==> src/rtl/jtframe_inputs.sv <==
// Player-input front end: merges PS/2 key events and MiSTer joystick words into
// registered active-low per-player buses, with coin stretching, autofire and pause.
module jtframe_inputs #(
  parameter int PLAYERS   = 2,
  parameter int BUTTONS   = 2,
  parameter int JOY_SHARE = 1,
  parameter int COIN_LEN  = 4,
  parameter int AF_PERIOD = 3
) (
  input  logic                            clk_sys,
  input  logic                            rst_n,
  input  logic                            cen,
  input  logic [10:0]                     ps2_key,
  input  logic [16*PLAYERS-1:0]           joy,
  input  logic [BUTTONS-1:0]              af_en,
  input  logic                            pause_clr,
  output logic [(4+BUTTONS)*PLAYERS-1:0]  joy_n,
  output logic [PLAYERS-1:0]              start_n,
  output logic [PLAYERS-1:0]              coin_n,
  output logic                            pause
);
  localparam int JW = 4 + BUTTONS;
  localparam int CW = $clog2(COIN_LEN + 1);
  localparam int AW = $clog2(AF_PERIOD + 1);
  localparam logic [CW-1:0] COIN_LOAD = CW'(COIN_LEN);
  localparam logic [AW-1:0] AF_LAST   = AW'(AF_PERIOD - 1);

  // kb_q map: 0 right, 1 left, 2 down, 3 up, 4 fire1, 5 fire2,
  // 6 start1, 7 start2, 8 coin1, 9 coin2, 10 pause
  logic                 tog_q, tog_d;
  logic [10:0]          kb_q, kb_d;
  logic [PLAYERS-1:0]   coin_prev_q, coin_prev_d;
  logic [CW-1:0]        coin_cnt_q [PLAYERS];
  logic [CW-1:0]        coin_cnt_d [PLAYERS];
  logic [AW-1:0]        af_cnt_q [PLAYERS][BUTTONS];
  logic [AW-1:0]        af_cnt_d [PLAYERS][BUTTONS];
  logic [BUTTONS-1:0]   af_ph_q [PLAYERS];
  logic [BUTTONS-1:0]   af_ph_d [PLAYERS];
  logic [BUTTONS-1:0]   af_held_q [PLAYERS];
  logic [BUTTONS-1:0]   af_held_d [PLAYERS];
  logic                 pause_prev_q, pause_prev_d;
  logic                 pause_q, pause_d;
  logic [JW*PLAYERS-1:0] joy_n_q, joy_n_d;
  logic [PLAYERS-1:0]   start_n_q, start_n_d;
  logic [PLAYERS-1:0]   coin_n_q, coin_n_d;

  logic [15:0]          jor, jsel;
  logic [BUTTONS-1:0]   kb_btn, btn_out;
  logic [3:0]           kb_start, kb_coin;
  logic [3:0]           src_dir [PLAYERS];
  logic [BUTTONS-1:0]   src_btn [PLAYERS];
  logic [PLAYERS-1:0]   src_start, src_coin;
  logic                 src_pause, af_act;
  logic                 unused_bits;

  assign unused_bits = ^{ps2_key[8], jor, jsel, kb_q};

  always_comb begin
    tog_d = ps2_key[10];
    kb_d  = kb_q;
    if (ps2_key[10] != tog_q) begin
      case (ps2_key[7:0])
        8'h74:        kb_d[0]  = ps2_key[9];
        8'h6B:        kb_d[1]  = ps2_key[9];
        8'h72:        kb_d[2]  = ps2_key[9];
        8'h75:        kb_d[3]  = ps2_key[9];
        8'h14, 8'h11: kb_d[4]  = ps2_key[9];
        8'h29:        kb_d[5]  = ps2_key[9];
        8'h05:        kb_d[6]  = ps2_key[9];
        8'h06:        kb_d[7]  = ps2_key[9];
        8'h04:        kb_d[8]  = ps2_key[9];
        8'h03:        kb_d[9]  = ps2_key[9];
        8'h0C:        kb_d[10] = ps2_key[9];
        default: ;
      endcase
    end
  end

  // Per-player source: keyboard latch OR the selected joystick word
  always_comb begin
    jor = '0;
    for (int p = 0; p < PLAYERS; p++) jor = jor | joy[16*p +: 16];
    kb_btn = '0;
    for (int b = 0; b < BUTTONS && b < 2; b++) kb_btn[b] = kb_q[4+b];
    kb_start  = {2'b00, kb_q[7:6]};
    kb_coin   = {2'b00, kb_q[9:8]};
    src_pause = kb_q[10] | jor[6+BUTTONS];
    jsel      = '0;
    src_start = '0;
    src_coin  = '0;
    for (int p = 0; p < PLAYERS; p++) begin
      jsel         = (JOY_SHARE != 0) ? jor : joy[16*p +: 16];
      src_dir[p]   = jsel[3:0] | ((p == 0) ? kb_q[3:0] : 4'b0000);
      src_btn[p]   = jsel[4 +: BUTTONS] | ((p == 0) ? kb_btn : {BUTTONS{1'b0}});
      src_start[p] = jsel[4+BUTTONS] | kb_start[p];
      src_coin[p]  = jsel[5+BUTTONS] | kb_coin[p];
    end
  end

  always_comb begin
    joy_n_d     = '1;
    start_n_d   = '1;
    coin_n_d    = '1;
    coin_prev_d = src_coin;
    btn_out     = '0;
    af_act      = 1'b0;
    for (int p = 0; p < PLAYERS; p++) begin
      // An edge only arms the counter while it is idle, so a held coin pulses once
      coin_cnt_d[p] = coin_cnt_q[p];
      if (coin_cnt_q[p] == '0) begin
        if (src_coin[p] && !coin_prev_q[p]) coin_cnt_d[p] = COIN_LOAD;
      end else if (cen) begin
        coin_cnt_d[p] = coin_cnt_q[p] - CW'(1);
      end
      coin_n_d[p]  = (coin_cnt_d[p] == '0);
      start_n_d[p] = ~src_start[p];
      af_ph_d[p]   = af_ph_q[p];
      af_held_d[p] = af_held_q[p];
      for (int b = 0; b < BUTTONS; b++) begin
        af_act         = src_btn[p][b] & af_en[b];
        af_cnt_d[p][b] = af_cnt_q[p][b];
        if (!af_act) begin
          af_cnt_d[p][b] = '0;
          af_ph_d[p][b]  = 1'b0;
        end else if (af_held_q[p][b] && cen) begin
          if (af_cnt_q[p][b] == AF_LAST) begin
            af_cnt_d[p][b] = '0;
            af_ph_d[p][b]  = ~af_ph_q[p][b];
          end else begin
            af_cnt_d[p][b] = af_cnt_q[p][b] + AW'(1);
          end
        end
        af_held_d[p][b] = af_act;
        btn_out[b]      = src_btn[p][b] & ~(af_en[b] & af_ph_d[p][b]);
      end
      joy_n_d[JW*p +: JW] = ~{btn_out, src_dir[p]};
    end
    pause_prev_d = src_pause;
    pause_d      = pause_q;
    if (pause_clr) pause_d = 1'b0;
    else if (src_pause && !pause_prev_q) pause_d = ~pause_q;
  end

  // Edge registers reset high: a source held through reset must be seen low first
  always_ff @(posedge clk_sys or negedge rst_n) begin
    if (!rst_n) begin
      tog_q        <= 1'b0;
      kb_q         <= '0;
      coin_prev_q  <= '1;
      pause_prev_q <= 1'b1;
      pause_q      <= 1'b0;
      joy_n_q      <= '1;
      start_n_q    <= '1;
      coin_n_q     <= '1;
      for (int p = 0; p < PLAYERS; p++) begin
        coin_cnt_q[p] <= '0;
        af_ph_q[p]    <= '0;
        af_held_q[p]  <= '0;
        for (int b = 0; b < BUTTONS; b++) af_cnt_q[p][b] <= '0;
      end
    end else begin
      tog_q        <= tog_d;
      kb_q         <= kb_d;
      coin_prev_q  <= coin_prev_d;
      pause_prev_q <= pause_prev_d;
      pause_q      <= pause_d;
      joy_n_q      <= joy_n_d;
      start_n_q    <= start_n_d;
      coin_n_q     <= coin_n_d;
      for (int p = 0; p < PLAYERS; p++) begin
        coin_cnt_q[p] <= coin_cnt_d[p];
        af_ph_q[p]    <= af_ph_d[p];
        af_held_q[p]  <= af_held_d[p];
        for (int b = 0; b < BUTTONS; b++) af_cnt_q[p][b] <= af_cnt_d[p][b];
      end
    end
  end

  assign joy_n   = joy_n_q;
  assign start_n = start_n_q;
  assign coin_n  = coin_n_q;
  assign pause   = pause_q;

endmodule

==> config.mk <==
export PLATFORM = sky130hd
export DESIGN_NAME = jtframe_inputs
export DESIGN_NICKNAME = d
export VERILOG_FILES = /design/src/rtl/jtframe_inputs.sv
export SDC_FILE = /design/constraint.sdc
export NUM_CORES = 1
export LEC_CHECK = 0
export BUFFER_PORTS_ARGS = -buffer_cell sky130_fd_sc_hd__buf_2
export CELL_PAD_IN_SITES_DETAIL_PLACEMENT = 0
export CELL_PAD_IN_SITES_GLOBAL_PLACEMENT = 1
export CORE_MARGIN = 5
export CORE_UTILIZATION = 36
export DETAILED_ROUTE_END_ITERATION = 8
export GPL_TIMING_DRIVEN = 0
export MAX_ROUTING_LAYER = met4
export PLACE_DENSITY = 0.87
export SETUP_SLACK_MARGIN = 0.2
export SYNTH_ARGS = -nofsm -noshare
export SYNTH_HDL_FRONTEND = slang
export SYNTH_SLANG_ARGS = --single-unit
==> constraint.sdc <==
create_clock -name clk_sys -period 1.27 [get_ports clk_sys]
set_input_delay 0.254 -clock clk_sys [delete_from_list [all_inputs] [get_ports clk_sys]]
set_output_delay 0.254 -clock clk_sys [all_outputs]
set_load 0.05 [all_outputs]
[Yosys cells after proc, flatten, opt, wreduce, memory -nomap -nowiden]
Index checks and enable logic that the tools add are counted.
Word-level totals
  flip-flop bits (word level): 54
  logic and storage cells: 147
  output and inout bits: 17
  bits of input ports: 49
Cells by class
  $add $sub $neg: 6
  eq/ne operators: 21
  reductions and logical operators: 27
  bitwise operators: 33
  muxes and demuxes: 32
Operators with widths (number)
  == test 8 x 7 -> 1 bit (second input constant): 4
  == test 8 x 3 -> 1 bit (second input constant): 3
  2-to-1 mux 2 bit: 12
  AND reduction 2 bit: 11
  2-to-1 mux 3 bit: 6
  == test 8 x 5 -> 1 bit (second input constant): 2
  2-to-1 mux 1 bit: 14
  AND 1 bit: 12
  zero test 3 bit: 4
  inverter 6 bit: 2
  inverter 1 bit: 11
  bitwise OR 9 bit: 1
  adder 2 x 1 -> 2 bit (second input constant): 4
  == test 2 bit (second input constant): 4
  == test 8 x 2 -> 1 bit (second input constant): 1
  == test 8 x 4 -> 1 bit (second input constant): 1
  == test 8 x 6 -> 1 bit (second input constant): 1
  != test 2 x 1 -> 1 bit (second input constant): 4
  logical AND 1 bit: 7
  subtractor 3 x 1 -> 3 bit (second input constant): 2
  bitwise OR 1 bit: 5
  bitwise OR 4 bit: 1
  zero test 1 bit: 3
  bitwise OR 2 bit: 1
  other kinds (3): 3

[Depth between registers and ports, before layout]
  word-level depth: 8
  depth in mapped cells: 5
  depth with buffers taken out: 5

[Worst setup path before layout]
Ideal clock, no wire load.
  kind: input to register
  from: input ps2_key[0]
  to: register kb_q[8]
  arrival: 1.270 ns
  path buffers: 0
  stages on the path: 3
  required time: 1.142 ns
  library setup time: 0.128 ns
  slack: -0.128 ns
  path through: or4b_4 > nor3b_2 > mux2_1
Between the ends
  word-level cells in the longest chain between the ends: 2
RTL lines
  start: declaration: line 13  | input logic [10:0] ps2_key,
  == test 8 x 3 -> 1 bit: line 62  | case (ps2_key[7:0])
  AND reduction 2 bit (no source line)
  end signal: assignment: line 163  | kb_q <= kb_d;
  end: declaration: line 31  | logic [10:0] kb_q, kb_d;
Every way passes these cells.
A chain may end at the register's enable or synchronous reset.

[Final worst setup path]
  from: register tog_q
  to: register kb_q[1]
Between the ends
  word-level cells in the longest chain between the ends: 2
RTL lines
  start: declaration: line 30  | logic tog_q, tog_d;
  start signal: assignment: line 162  | tog_q <= tog_d;
  != test 1 bit: line 61  | if (ps2_key[10] != tog_q) begin
  AND reduction 2 bit (no source line)
Every way passes these cells.

==> impl_results.rst <==
.. list-table::
   :header-rows: 1

   * - Metric
     - Value
   * - Status
     - finished with violations
   * - Violated checks
     - negative setup slack
   * - Area delta synth->final
     - 45.2%
   * - Arrival time of the worst setup path
     - around 1600 ps
   * - Die span in y
     - 91.8 um
   * - Clock Latency Late Sink
     - roughly 300 ps
   * - Number of levels the H-tree was split into
     - 2
   * - Met2 Usage GRT
     - roughly 22%
   * - Vias post-DR
     - 1858
   * - Fin Setup TNS
     - -861 ps
   * - Cells after DPL
     - between 300 and 400
   * - Proportion of layout cells with a drive suffix above 1
     - 52.1%
   * - Post-cts hold buffer count
     - 0
   * - Final setup slack of the worst path
     - -118 ps
   * - Final-report hold violation count
     - 0
   * - Cell Pwr Density
     - 1450 mW/mm^2
   * - Register area share after synthesis
     - between 50 and 60%
   * - Global placer's final weighted congestion
     - ~0.80
   * - Count of antenna diodes in the layout
     - 0
   * - Number of fillers in the final layout
     - 532
   * - Pin count of the biggest net entering global routing
     - 55
   * - Most common cell after layout, fill and taps aside
     - sky130_fd_sc_hd__dfrtp_1
   * - Half-perimeter wire length of the detailed placement result
     - 3.48 mm
   * - Count of TritonRoute iterations in the first routing pass
     - 4
   * - Register Area
     - between 0.001 and 0.0015 sq mm
   * - Multi-input gate area
     - 0.00129 sq mm
   * - Slowest Stage Delay on Critical Path
     - 450 ps
   * - Worst Skew
     - 2.11 ps
   * - Beginning of the worst register-to-register path
     - tog_q
   * - Final standard cell utilization of the core
     - 54.4%
   * - Port-buffer cells
     - 50
   * - Critical path launch point
     - tog_q
   * - Crit path buffers/inverters
     - 0
   * - Unrepaired setup endpoints after global routing
     - true
   * - Antenna-violating nets left
     - 0
   * - Number of warnings printed during yosys synthesis
     - 0
   * - Leakage power summed over all cells
     - 1.51 nW
   * - Asr flop ratio synth
     - 100%
   * - Area of the core region
     - about 0.0064 sq mm
   * - TritonCTS clock tree
     - built
   * - Global routing met1 resource utilization
     - 15.1%
   * - Startpoint type of the worst setup path
     - register
   * - Achievable clock frequency
     - ~720 MHz
   * - Met3 Track Usage GR
     - around 3.5%
   * - Largest vdd supply drop
     - 0.764 mV
   * - Global routing usage summed across all routing layers
     - 13.0%
   * - Pin slew with the least headroom to its limit
     - 727 ps
   * - Post-Synthesis Net Count
     - 260
   * - Top Ports
     - 66
   * - Ratio of final minimum period to clock period
     - 109%
   * - Mean routed wirelength per cell
     - 14.3 um
   * - Maximum fanout count along the critical path
     - 8
   * - Data required time of the critical path
     - 1460 ps
   * - Cells after Synth
     - between 200 and 250
   * - Die outline width
     - 91.8 um
   * - Max-slew headroom at the worst pin
     - around half
   * - Global-route wire length before repair
     - 8.70 mm
   * - Commonest cells after routing, fill and taps aside
     - sky130_fd_sc_hd__dfrtp_1 (33), sky130_fd_sc_hd__buf_2 (31), sky130_fd_sc_hd__dfstp_2 (19)
   * - Path type of the worst setup path
     - reg2reg
   * - Routed via count divided by cell count
     - 5.18
   * - Fin cells
     - 359
   * - Initial antenna violation count
     - 0
   * - Global route total overflow
     - 0
   * - Root Driver
     - sky130_fd_sc_hd__clkbuf_8
   * - Worst-path cell with the longest stage delay
     - sky130_fd_sc_hd__dfrtp_2
   * - Number of unique standard cell types used by synthesis
     - 38
   * - Average cell area after synthesis
     - ~12 sq um
   * - Classification of the worst-slack hold path
     - in2async
   * - Worst-path clk slew
     - roughly 90 ps
   * - EDFF count, synth
     - 0
   * - Combined area of all synthesized cells
     - 0.00241 sq mm
   * - Max-capacitance violation count
     - 0
   * - Number of CTS-inserted buffers
     - 5
   * - Die footprint
     - 0.00842 sq mm
   * - Worst-path cell chain
     - xnor2_4 -> nor4_2 -> mux2_1
   * - Cell type group with the largest total delay on the critical path
     - flip-flops
   * - Number of sinks on the clock net
     - 54
   * - Seq cells post-synth
     - 54
   * - Initial standard-cell utilization of the core
     - 37.5%
   * - Max clock buf depth
     - 2
   * - Number of global-route vias before repair
     - 1957
   * - 1st-iter DRT viols
     - 52
   * - Most used flip-flop cell after synthesis
     - sky130_fd_sc_hd__dfrtp_1
   * - Tmin final
     - 1390 ps
   * - Kind of end point of the critical path
     - register
   * - Net count reported at finish
     - 334
   * - Setup-violating endpoint count in the final report
     - 12
   * - Layer carrying the most global-route usage
     - met2
   * - DRT Wirelength
     - 5.13 mm
   * - Number of slew-limit violations in the final report
     - 0
   * - Site row count
     - 29
   * - Remaining routing DRC violations
     - 0
[kinds of logic (layout without fill, tap and decap cells)]
group | Yosys count | count (layout) | synth area share, %
AO/OA/AOI/OAI | 30 | 30 | 7.43
XOR/XNOR | 7 | 7 | 2.86
adder cells (fa/ha/maj) | 4 | 4 | 2.08
buffers and inverters | 17 | 92 | 2.75
flip-flops | 54 | 54 | 57.1
multiplexers | 13 | 13 | 5.98
AND/OR/NAND/NOR | 82 | 82 | 21.8
[what timing repair did]
item | 4_1_cts | 5_1_grt
setup buffers | 9 | 8
pin swaps | 10 | 17
setup endpoints to repair | 43 | 83
resized for setup | 84 | 18
[routing by layer]
| layer | share of wire, % | vias up |
|---|---|---|
| li1 | - | 893 |
| met5 | 0 | - |
| met1 | 42 | 907 |
| met3 | 5.7 | 10 |
| met2 | 51 | 48 |
| met4 | 1.8 | 0 |
[worst register-to-register path, stage by stage (launching register included)]
cell	delay, ps
sky130_fd_sc_hd__dfrtp_2	450
sky130_fd_sc_hd__xnor2_4	180
sky130_fd_sc_hd__nor4_2	290
sky130_fd_sc_hd__mux2_1	350
[cell usage after synthesis (3+ instances only)]
master,instances,area (sq um)
sky130_fd_sc_hd__dfstp_2,19,499
sky130_fd_sc_hd__or3_1,4,25.0
sky130_fd_sc_hd__nand2_1,11,41.3
sky130_fd_sc_hd__o21ai_1,4,20.0
sky130_fd_sc_hd__ha_1,4,50.1
sky130_fd_sc_hd__nor4bb_1,3,30.0
sky130_fd_sc_hd__nand2b_1,3,18.8
sky130_fd_sc_hd__nand3_1,3,15.0
sky130_fd_sc_hd__nor2_1,15,56.3
sky130_fd_sc_hd__nand4_1,3,18.8
sky130_fd_sc_hd__xor2_1,6,52.6
sky130_fd_sc_hd__dfrtp_1,35,876
sky130_fd_sc_hd__inv_1,13,48.8
sky130_fd_sc_hd__nand4b_1,10,87.6
sky130_fd_sc_hd__a21oi_1,13,65.1
sky130_fd_sc_hd__nand4bb_1,5,56.3
sky130_fd_sc_hd__o21ai_0,4,20.0
sky130_fd_sc_hd__mux2_1,11,124
sky130_fd_sc_hd__nor3_1,13,65.1
[flip-flops by register name, indices dropped and copies added (netlist names)]
signal        cells
af_ph_q           4
tog_q             1
af_held_q         4
pause             1
joy_n            12
coin_n            2
pause_prev_q      1
af_cnt_q          8
start_n           2
kb_q             11
coin_cnt_q        6
coin_prev_q       2
[layout make-up]
class,count,area share [%]
Timing Repair Buffer,67,16.5
Clock inverter,1,0.215
Multi-Input combinational cell,136,37.0
Tap cell,77,2.76
Clock buffer,7,2.18
Sequential cell,54,39.4
Inverter,14,1.50
Buffer,3,0.394
[through the flow]
step	hold slack (ps)	setup WS [ps]	power [mW]	area (sq um)
global route	49.8	-166	5.36	3500
global placement	378	-313	3.32	2850
floorplan	-41.6	-128	3.04	2510
CTS	52.4	-97.7	4.74	3320
detailed placement	379	-313	3.36	2850
finish	20.8	-118	5.07	3500
[final timing paths]
path,cells past startpoint,slack [ps],end
setup / recovery,3,-120,kb_q[1]
hold / removal,1,20,pause
setup reg to reg,3,-120,kb_q[1]
hold reg to reg,1,400,start_n[0]
max in group asynchronous,1,750,tog_q
min in group clk_sys,2,60,joy_n[8]
[where the power goes]
part | switching [mW] | internal (mW)
logic | 0.953 | 1.07
registers | 0.163 | 1.95
clock network | 0.532 | 0.391
Power figures use the tool's default switching activity.
